## src/rtl/bus_request_arbiter_pkg.sv

```systemverilog
// Shared types and constants for the fetch/LSU bus arbiter.
package ArbiterTypes;

    // Transfer phases of the APB-like bus.
    typedef enum logic [1:0] {
        IDLE   = 2'd0,
        SETUP  = 2'd1,
        ACCESS = 2'd2,
        RESP   = 2'd3
    } ArbState;

    // Which requester currently owns the bus.
    typedef enum logic [1:0] {
        NONE  = 2'd0,
        FETCH = 2'd1,
        LSU   = 2'd2
    } BusOwner;

    // Width of the consecutive-LSU-grant counter (covers STARVE_LIMIT 1..15).
    localparam int STARVE_CNT_WIDTH = 4;

    // Timeout counter width: one bit more than needed to count TIMEOUT_CYCLES.
    function automatic int timeout_cnt_width(input int cycles);
        return $clog2(cycles) + 1;
    endfunction

endpackage

```

## src/rtl/bus_request_arbiter_grant_selector.sv

```systemverilog
// Combinational grant decision: LSU-first with a fetch starvation guard.
module bus_grant_selector
    import ArbiterTypes::*;
#(
    parameter int STARVE_LIMIT = 4
) (
    input  logic                        fetch_req_i,
    input  logic                        lsu_req_i,
    input  logic [STARVE_CNT_WIDTH-1:0] starve_cnt_i,
    output BusOwner                     grant_o,
    output logic [STARVE_CNT_WIDTH-1:0] starve_cnt_next_o
);

    localparam logic [STARVE_CNT_WIDTH-1:0] LIMIT_C   = STARVE_CNT_WIDTH'(STARVE_LIMIT);
    localparam logic [STARVE_CNT_WIDTH-1:0] CNT_ONE_C = STARVE_CNT_WIDTH'(1);

    // Pick the owner and the starvation counter value that follows the grant.
    always_comb begin
        grant_o           = NONE;
        starve_cnt_next_o = starve_cnt_i;
        if (fetch_req_i && lsu_req_i) begin
            if (starve_cnt_i == LIMIT_C) begin
                grant_o           = FETCH;
                starve_cnt_next_o = '0;
            end else begin
                grant_o = LSU;
                if (starve_cnt_i != '1) begin
                    starve_cnt_next_o = starve_cnt_i + CNT_ONE_C;
                end else begin
                    starve_cnt_next_o = starve_cnt_i;
                end
            end
        end else if (lsu_req_i) begin
            grant_o           = LSU;
            starve_cnt_next_o = '0;
        end else if (fetch_req_i) begin
            grant_o           = FETCH;
            starve_cnt_next_o = '0;
        end else begin
            grant_o           = NONE;
            starve_cnt_next_o = starve_cnt_i;
        end
    end

endmodule

```

## src/rtl/bus_request_arbiter.sv

```systemverilog
// Shares one APB-like bus between the fetch unit and the load/store unit.
// Runs SETUP/ACCESS, latches the winner's payload, and reports timeouts.
module bus_request_arbiter
    import ArbiterTypes::*;
#(
    parameter int ADDR_WIDTH     = 32,
    parameter int DATA_WIDTH     = 32,
    parameter int STARVE_LIMIT   = 4,
    parameter int TIMEOUT_CYCLES = 256
) (
    input  logic                  clk,
    input  logic                  rst,
    input  logic                  fetchReq,
    input  logic [ADDR_WIDTH-1:0] fetchAddr,
    output logic                  fetchDone,
    output logic                  fetchErr,
    output logic [DATA_WIDTH-1:0] fetchRdata,
    input  logic                  lsuReq,
    input  logic                  lsuWrite,
    input  logic [ADDR_WIDTH-1:0] lsuAddr,
    input  logic [DATA_WIDTH-1:0] lsuWdata,
    output logic                  lsuDone,
    output logic                  lsuErr,
    output logic [DATA_WIDTH-1:0] lsuRdata,
    output logic [ADDR_WIDTH-1:0] addr,
    output logic                  select,
    output logic                  enable,
    output logic                  write,
    output logic [DATA_WIDTH-1:0] wdata,
    input  logic [DATA_WIDTH-1:0] rdata,
    input  logic                  ready
);

    localparam int TCNT_WIDTH = timeout_cnt_width(TIMEOUT_CYCLES);
    localparam logic [TCNT_WIDTH-1:0] TCNT_LAST_C = TCNT_WIDTH'(TIMEOUT_CYCLES - 1);
    localparam logic [TCNT_WIDTH-1:0] TCNT_ONE_C  = TCNT_WIDTH'(1);

    ArbState                     state_q, state_d;
    BusOwner                     owner_q, owner_d;
    logic [STARVE_CNT_WIDTH-1:0] starve_q, starve_d;
    logic [TCNT_WIDTH-1:0]       tcnt_q, tcnt_d;
    logic [ADDR_WIDTH-1:0]       addr_q, addr_d;
    logic                        write_q, write_d;
    logic [DATA_WIDTH-1:0]       wdata_q, wdata_d;
    logic                        select_q, select_d;
    logic                        enable_q, enable_d;
    logic                        fetch_done_q, fetch_done_d;
    logic                        fetch_err_q, fetch_err_d;
    logic [DATA_WIDTH-1:0]       fetch_rdata_q, fetch_rdata_d;
    logic                        lsu_done_q, lsu_done_d;
    logic                        lsu_err_q, lsu_err_d;
    logic [DATA_WIDTH-1:0]       lsu_rdata_q, lsu_rdata_d;

    BusOwner                     grant_s;
    logic [STARVE_CNT_WIDTH-1:0] starve_next_s;

    bus_grant_selector #(
        .STARVE_LIMIT(STARVE_LIMIT)
    ) u_grant_selector (
        .fetch_req_i      (fetchReq),
        .lsu_req_i        (lsuReq),
        .starve_cnt_i     (starve_q),
        .grant_o          (grant_s),
        .starve_cnt_next_o(starve_next_s)
    );

    // Next-state logic: protocol sequencing, payload capture and completion reporting.
    always_comb begin
        state_d       = state_q;
        owner_d       = owner_q;
        starve_d      = starve_q;
        tcnt_d        = tcnt_q;
        addr_d        = addr_q;
        write_d       = write_q;
        wdata_d       = wdata_q;
        select_d      = select_q;
        enable_d      = enable_q;
        // Completion outputs are only non-zero for the single RESP cycle.
        fetch_done_d  = 1'b0;
        fetch_err_d   = 1'b0;
        fetch_rdata_d = '0;
        lsu_done_d    = 1'b0;
        lsu_err_d     = 1'b0;
        lsu_rdata_d   = '0;
        case (state_q)
            IDLE: begin
                if (grant_s != NONE) begin
                    owner_d  = grant_s;
                    starve_d = starve_next_s;
                    tcnt_d   = '0;
                    select_d = 1'b1;
                    enable_d = 1'b0;
                    state_d  = SETUP;
                    if (grant_s == LSU) begin
                        addr_d  = lsuAddr;
                        write_d = lsuWrite;
                        wdata_d = lsuWdata;
                    end else begin
                        addr_d  = fetchAddr;
                        write_d = 1'b0;
                        wdata_d = '0;
                    end
                end else begin
                    state_d = IDLE;
                end
            end
            SETUP: begin
                enable_d = 1'b1;
                state_d  = ACCESS;
            end
            ACCESS: begin
                if (ready) begin
                    select_d = 1'b0;
                    enable_d = 1'b0;
                    state_d  = RESP;
                    if (owner_q == FETCH) begin
                        fetch_done_d  = 1'b1;
                        fetch_rdata_d = rdata;
                    end else begin
                        lsu_done_d  = 1'b1;
                        lsu_rdata_d = write_q ? '0 : rdata;
                    end
                end else if ((TIMEOUT_CYCLES != 0) && (tcnt_q == TCNT_LAST_C)) begin
                    // No ready within the budget: close the transfer with an error, no data.
                    select_d = 1'b0;
                    enable_d = 1'b0;
                    state_d  = RESP;
                    if (owner_q == FETCH) begin
                        fetch_done_d = 1'b1;
                        fetch_err_d  = 1'b1;
                    end else begin
                        lsu_done_d = 1'b1;
                        lsu_err_d  = 1'b1;
                    end
                end else begin
                    tcnt_d = tcnt_q + TCNT_ONE_C;
                end
            end
            RESP: begin
                owner_d = NONE;
                state_d = IDLE;
            end
            default: begin
                owner_d  = NONE;
                select_d = 1'b0;
                enable_d = 1'b0;
                state_d  = IDLE;
            end
        endcase
    end

    // State and output registers; reset aborts any transfer at once.
    always_ff @(posedge clk or negedge rst) begin
        if (!rst) begin
            state_q       <= IDLE;
            owner_q       <= NONE;
            starve_q      <= '0;
            tcnt_q        <= '0;
            addr_q        <= '0;
            write_q       <= 1'b0;
            wdata_q       <= '0;
            select_q      <= 1'b0;
            enable_q      <= 1'b0;
            fetch_done_q  <= 1'b0;
            fetch_err_q   <= 1'b0;
            fetch_rdata_q <= '0;
            lsu_done_q    <= 1'b0;
            lsu_err_q     <= 1'b0;
            lsu_rdata_q   <= '0;
        end else begin
            state_q       <= state_d;
            owner_q       <= owner_d;
            starve_q      <= starve_d;
            tcnt_q        <= tcnt_d;
            addr_q        <= addr_d;
            write_q       <= write_d;
            wdata_q       <= wdata_d;
            select_q      <= select_d;
            enable_q      <= enable_d;
            fetch_done_q  <= fetch_done_d;
            fetch_err_q   <= fetch_err_d;
            fetch_rdata_q <= fetch_rdata_d;
            lsu_done_q    <= lsu_done_d;
            lsu_err_q     <= lsu_err_d;
            lsu_rdata_q   <= lsu_rdata_d;
        end
    end

    assign addr       = addr_q;
    assign select     = select_q;
    assign enable     = enable_q;
    assign write      = write_q;
    assign wdata      = wdata_q;
    assign fetchDone  = fetch_done_q;
    assign fetchErr   = fetch_err_q;
    assign fetchRdata = fetch_rdata_q;
    assign lsuDone    = lsu_done_q;
    assign lsuErr     = lsu_err_q;
    assign lsuRdata   = lsu_rdata_q;

endmodule

```

## config.mk

```make
export PLATFORM = sky130hd
export DESIGN_NAME = bus_request_arbiter
export DESIGN_NICKNAME = d
export VERILOG_FILES = /design/src/rtl/bus_request_arbiter_pkg.sv /design/src/rtl/bus_request_arbiter_grant_selector.sv /design/src/rtl/bus_request_arbiter.sv
export SDC_FILE = /design/constraint.sdc
export NUM_CORES = 1
export LEC_CHECK = 0
export ABC_AREA = 1
export BUFFER_PORTS_ARGS = -buffer_cell sky130_fd_sc_hd__buf_2
export CORE_ASPECT_RATIO = 1.25
export CORE_UTILIZATION = 40
export CTS_CLUSTER_SIZE = 16
export DETAILED_ROUTE_END_ITERATION = 6
export PLACE_DENSITY = 0.8
export SLEW_MARGIN = 20
export SYNTH_ARGS = -nofsm -noshare
export SYNTH_HDL_FRONTEND = slang
export SYNTH_HIERARCHICAL = 1
export SYNTH_SLANG_ARGS = --single-unit
```

## constraint.sdc

```tcl
create_clock -name clk -period 3.4 [get_ports clk]
set_clock_uncertainty 0.15 [all_clocks]
set_input_delay 0.34 -clock clk [delete_from_list [all_inputs] [get_ports clk]]
set_output_delay 0.34 -clock clk [all_outputs]
set_load 0.01 [all_outputs]
```

==> key figures <==
Status
  – Status: finished, final reports clean

Timing
  – Relative slew slack: 55.59%
  – Final Hold Fails: 0
  – Setup_tns: 0 ps
  – Final min period: 2539 ps
  – WHS: 4.791 ps
  – RSZ-0062 raised after global routing: no
  – Finish-stage setup viols: 0
  – Max Clk Rate: 393.9 MHz
  – Least-Margin Pin Slew: 666.2 ps
  – Period utilisation layout: 74.67%
  – Slew Viols, Final: 0

Worst setup path
  – CP max stage delay: 440 ps
  – Worst Setup End Kind: register
  – Crit path kind: reg2reg
  – CP cell instances: inv_1 -> ha_1 -> nand3_4 -> a21boi_2 -> nor2_1 -> nor2_2 -> nor2_4 -> inv_2 -> buf_12 -> nand2_1 -> o21ai_1
  – R2R cell count: 11
  – CP max FO: 43
  – CP max stage cell: dfrtp_1
  – Critical path launch point type: register
  – R2r setup slk: 860 ps
  – Worst path required time: 3590 ps
  – CP Data Arrival Time: 2730 ps

Clock tree
  – CTS tree: built
  – Resized cells post-CTS: 0
  – Clock Path Buffers: 2
  – Hold_buf cts: 48
  – Clock latency on the worst-skew pair: 420 ps
  – # Post-CTS Setup Buffers: 0
  – Root Buffer: clkbuf_16
  – TritonCTS buffer count: 17
  – H-tree depth: 4
  – Reg clk slew, reported paths: 60 ps
  – Clk sinks: 152

Detailed routing
  – Drt via density: 4.776
  – Via Count: 5745
  – Post-route ant nets: 0
  – Post-route DRC: 0
  – TritonRoute pass-1 iters: 4
  – DR WL/cell: 14.26 um
  – Initial DRC Count: 246
  – Post-Route WL: 17.15 mm

Floorplanning
  – I/O pin count: 269
  – Die width: 113.9 um
  – Die area: 16170 um2
  – Die Height: 141.9 um
  – Initial Util: 41.39%
  – Core area: 15140 um2
  – Cell row count: 50

Global route
  – Antenna violations before repair: 0
  – Maximum number of pins on one net before global-route repair: 73
  – First-pass GRT wire length: 27.32 mm
  – Gr usage total: 21.41%
  – Vias in the first global route: 5833
  – GR Overflow Total: 0

Synth
  – Syn Inst Count: 676
  – Yosys warnings: 6
  – Register bit total from synthesis: 152
  – Syn nets: 819
  – Synth unique cells: 27
  – Synth Cell Area: 6266 um2
  – Syn Area/Cell: 9.269 um2
  – Post-synthesis sequential area ratio: 60.70%

Cells and area
  – Area Overhead vs Synth: 41.51%
  – Fillers: 1300
  – Post-layout util: 58.57%
  – Share of cells above drive strength 1: 33.10%
  – Layout Nets: 1124

Power and ir drop
  – VDD IR max: 0.0003371 V
  – P_leak: 4.869 nW
  – Final Power: 6.811 mW
  – Power density over the cells: 768.1 nW/um2

Worst hold path
  – Hold crit path type: in2reg
  – Min-Delay Path Depth: 3

Placed design
  – Routability congestion estimate: 0.8736
  – Port bufs: 268
  – Post-DP HPWL: 11.25 mm

Job
  – Max cap viols: 0
==> per-stage QoR <==
step,instances,area (um2),setup slack [ps]
after CTS,1202,8865,820.9
final,1203,8867,861.1
after global placement,1122,7749,946.0
after floorplan,676,6266,1383
after detailed placement,1122,7749,844.6
after global routing,1202,8865,560.5
==> cell usage after synthesis <==
cell type | n | area [um2]
nand2_1 | 153 | 574.3
dfrtp_1 | 152 | 3804
nor3_1 | 65 | 325.3
o21ai_1 | 59 | 295.3
inv_1 | 54 | 202.7
nor2_1 | 50 | 187.7
nand3_1 | 44 | 220.2
o21ai_0 | 21 | 105.1
buf_2 | 16 | 80.08
clkbuf_1 | 13 | 48.80
ha_1 | 9 | 112.6
buf_4 | 7 | 52.55
inv_2 | 6 | 22.52
buf_6 | 5 | 56.30
nand4_1 | 4 | 25.02
nand3_2 | 3 | 30.03
o22ai_1 | 3 | 18.77
a21oi_1 | 2 | 10.01
nor2_2 | 2 | 12.51
a21boi_2 | 1 | 11.26
clkinv_2 | 1 | 5.000
nand2_4 | 1 | 11.26
nand3_4 | 1 | 17.52
nor2_4 | 1 | 11.26
nor3_2 | 1 | 10.01
o21ai_2 | 1 | 8.760
o21bai_1 | 1 | 7.510
==> sequential cells by signal, indices dropped and copies added (netlist names), 2 cells and up <==
name	count
tcnt_q	9
addr	32
state_q	2
lsuRdata	32
starve_q	4
wdata	32
fetchRdata	32
owner_q	2
==> final timing paths <==
| path | to | start |
|---|---|---|
| worst max-delay path | addr[29] | starve_q[0] |
| worst min-delay path | lsuRdata[4] | rdata[4] |
| worst max register to register | addr[29] | starve_q[0] |
| worst min register to register | wdata[26] | wdata[26] |
| max in group asynchronous | addr[4] | rst |
| min in group asynchronous | addr[24] | rst |
==> final cells by class <==
type / instances / area (um2) / area share (%)
inverter: 61 / 230.2 / 2.596
clock buffer: 17 / 425.4 / 4.798
multi-input combinational: 422 / 1999 / 22.55
sequential: 152 / 3804 / 42.90
timing repair buffer: 327 / 1936 / 21.83
antenna: 1 / 2.502 / 0.02822
tap: 208 / 260.3 / 2.935
clock inverter: 15 / 210.2 / 2.371
==> routing by layer <==
metal | wire (um) | GRT usage (%)
met5 | 0 | 0
met4 | 592 | 11.83
met3 | 1104 | 5.664
met2 | 8472 | 35.98
met1 | 6982 | 24.80
==> logic make-up after synthesis <==
family / Yosys count / share of synthesized area [%]
simple gates: 325 / 22.74
flops: 152 / 60.70
buf+inv: 102 / 7.468
compound gates: 88 / 7.288
fa+ha+maj: 9 / 1.797
==> worst max-delay path: cells and delay by family, from the launching register on <==
family / cells / cell delay [ps]
AND/OR/NAND/NOR: 5 / 560
adder cells (fa/ha/maj): 1 / 190
flip-flops: 1 / 440
AO/OA/AOI/OAI: 2 / 380
buffers and inverters: 3 / 730
==> cell usage in the layout (no fill, tap or decap), types with 4 or more instances in the layout <==
cell type,instances
buf_2,267
nand3_1,44
nand2_1,153
clkbuf_16,17
nor3_1,65
buf_4,9
nand4_1,4
ha_1,9
o21ai_0,21
nor2_1,50
inv_2,6
inv_6,5
o21ai_1,59
inv_1,54
dfrtp_1,152
dlygate4sd3_1,48
==> where the power goes <==
part	internal [mW]	switching, mW
Combinational	0.813	1.45
Sequential	2.29	0.253
Clock	1.19	0.818
Power figures use the tool's default switching activity.
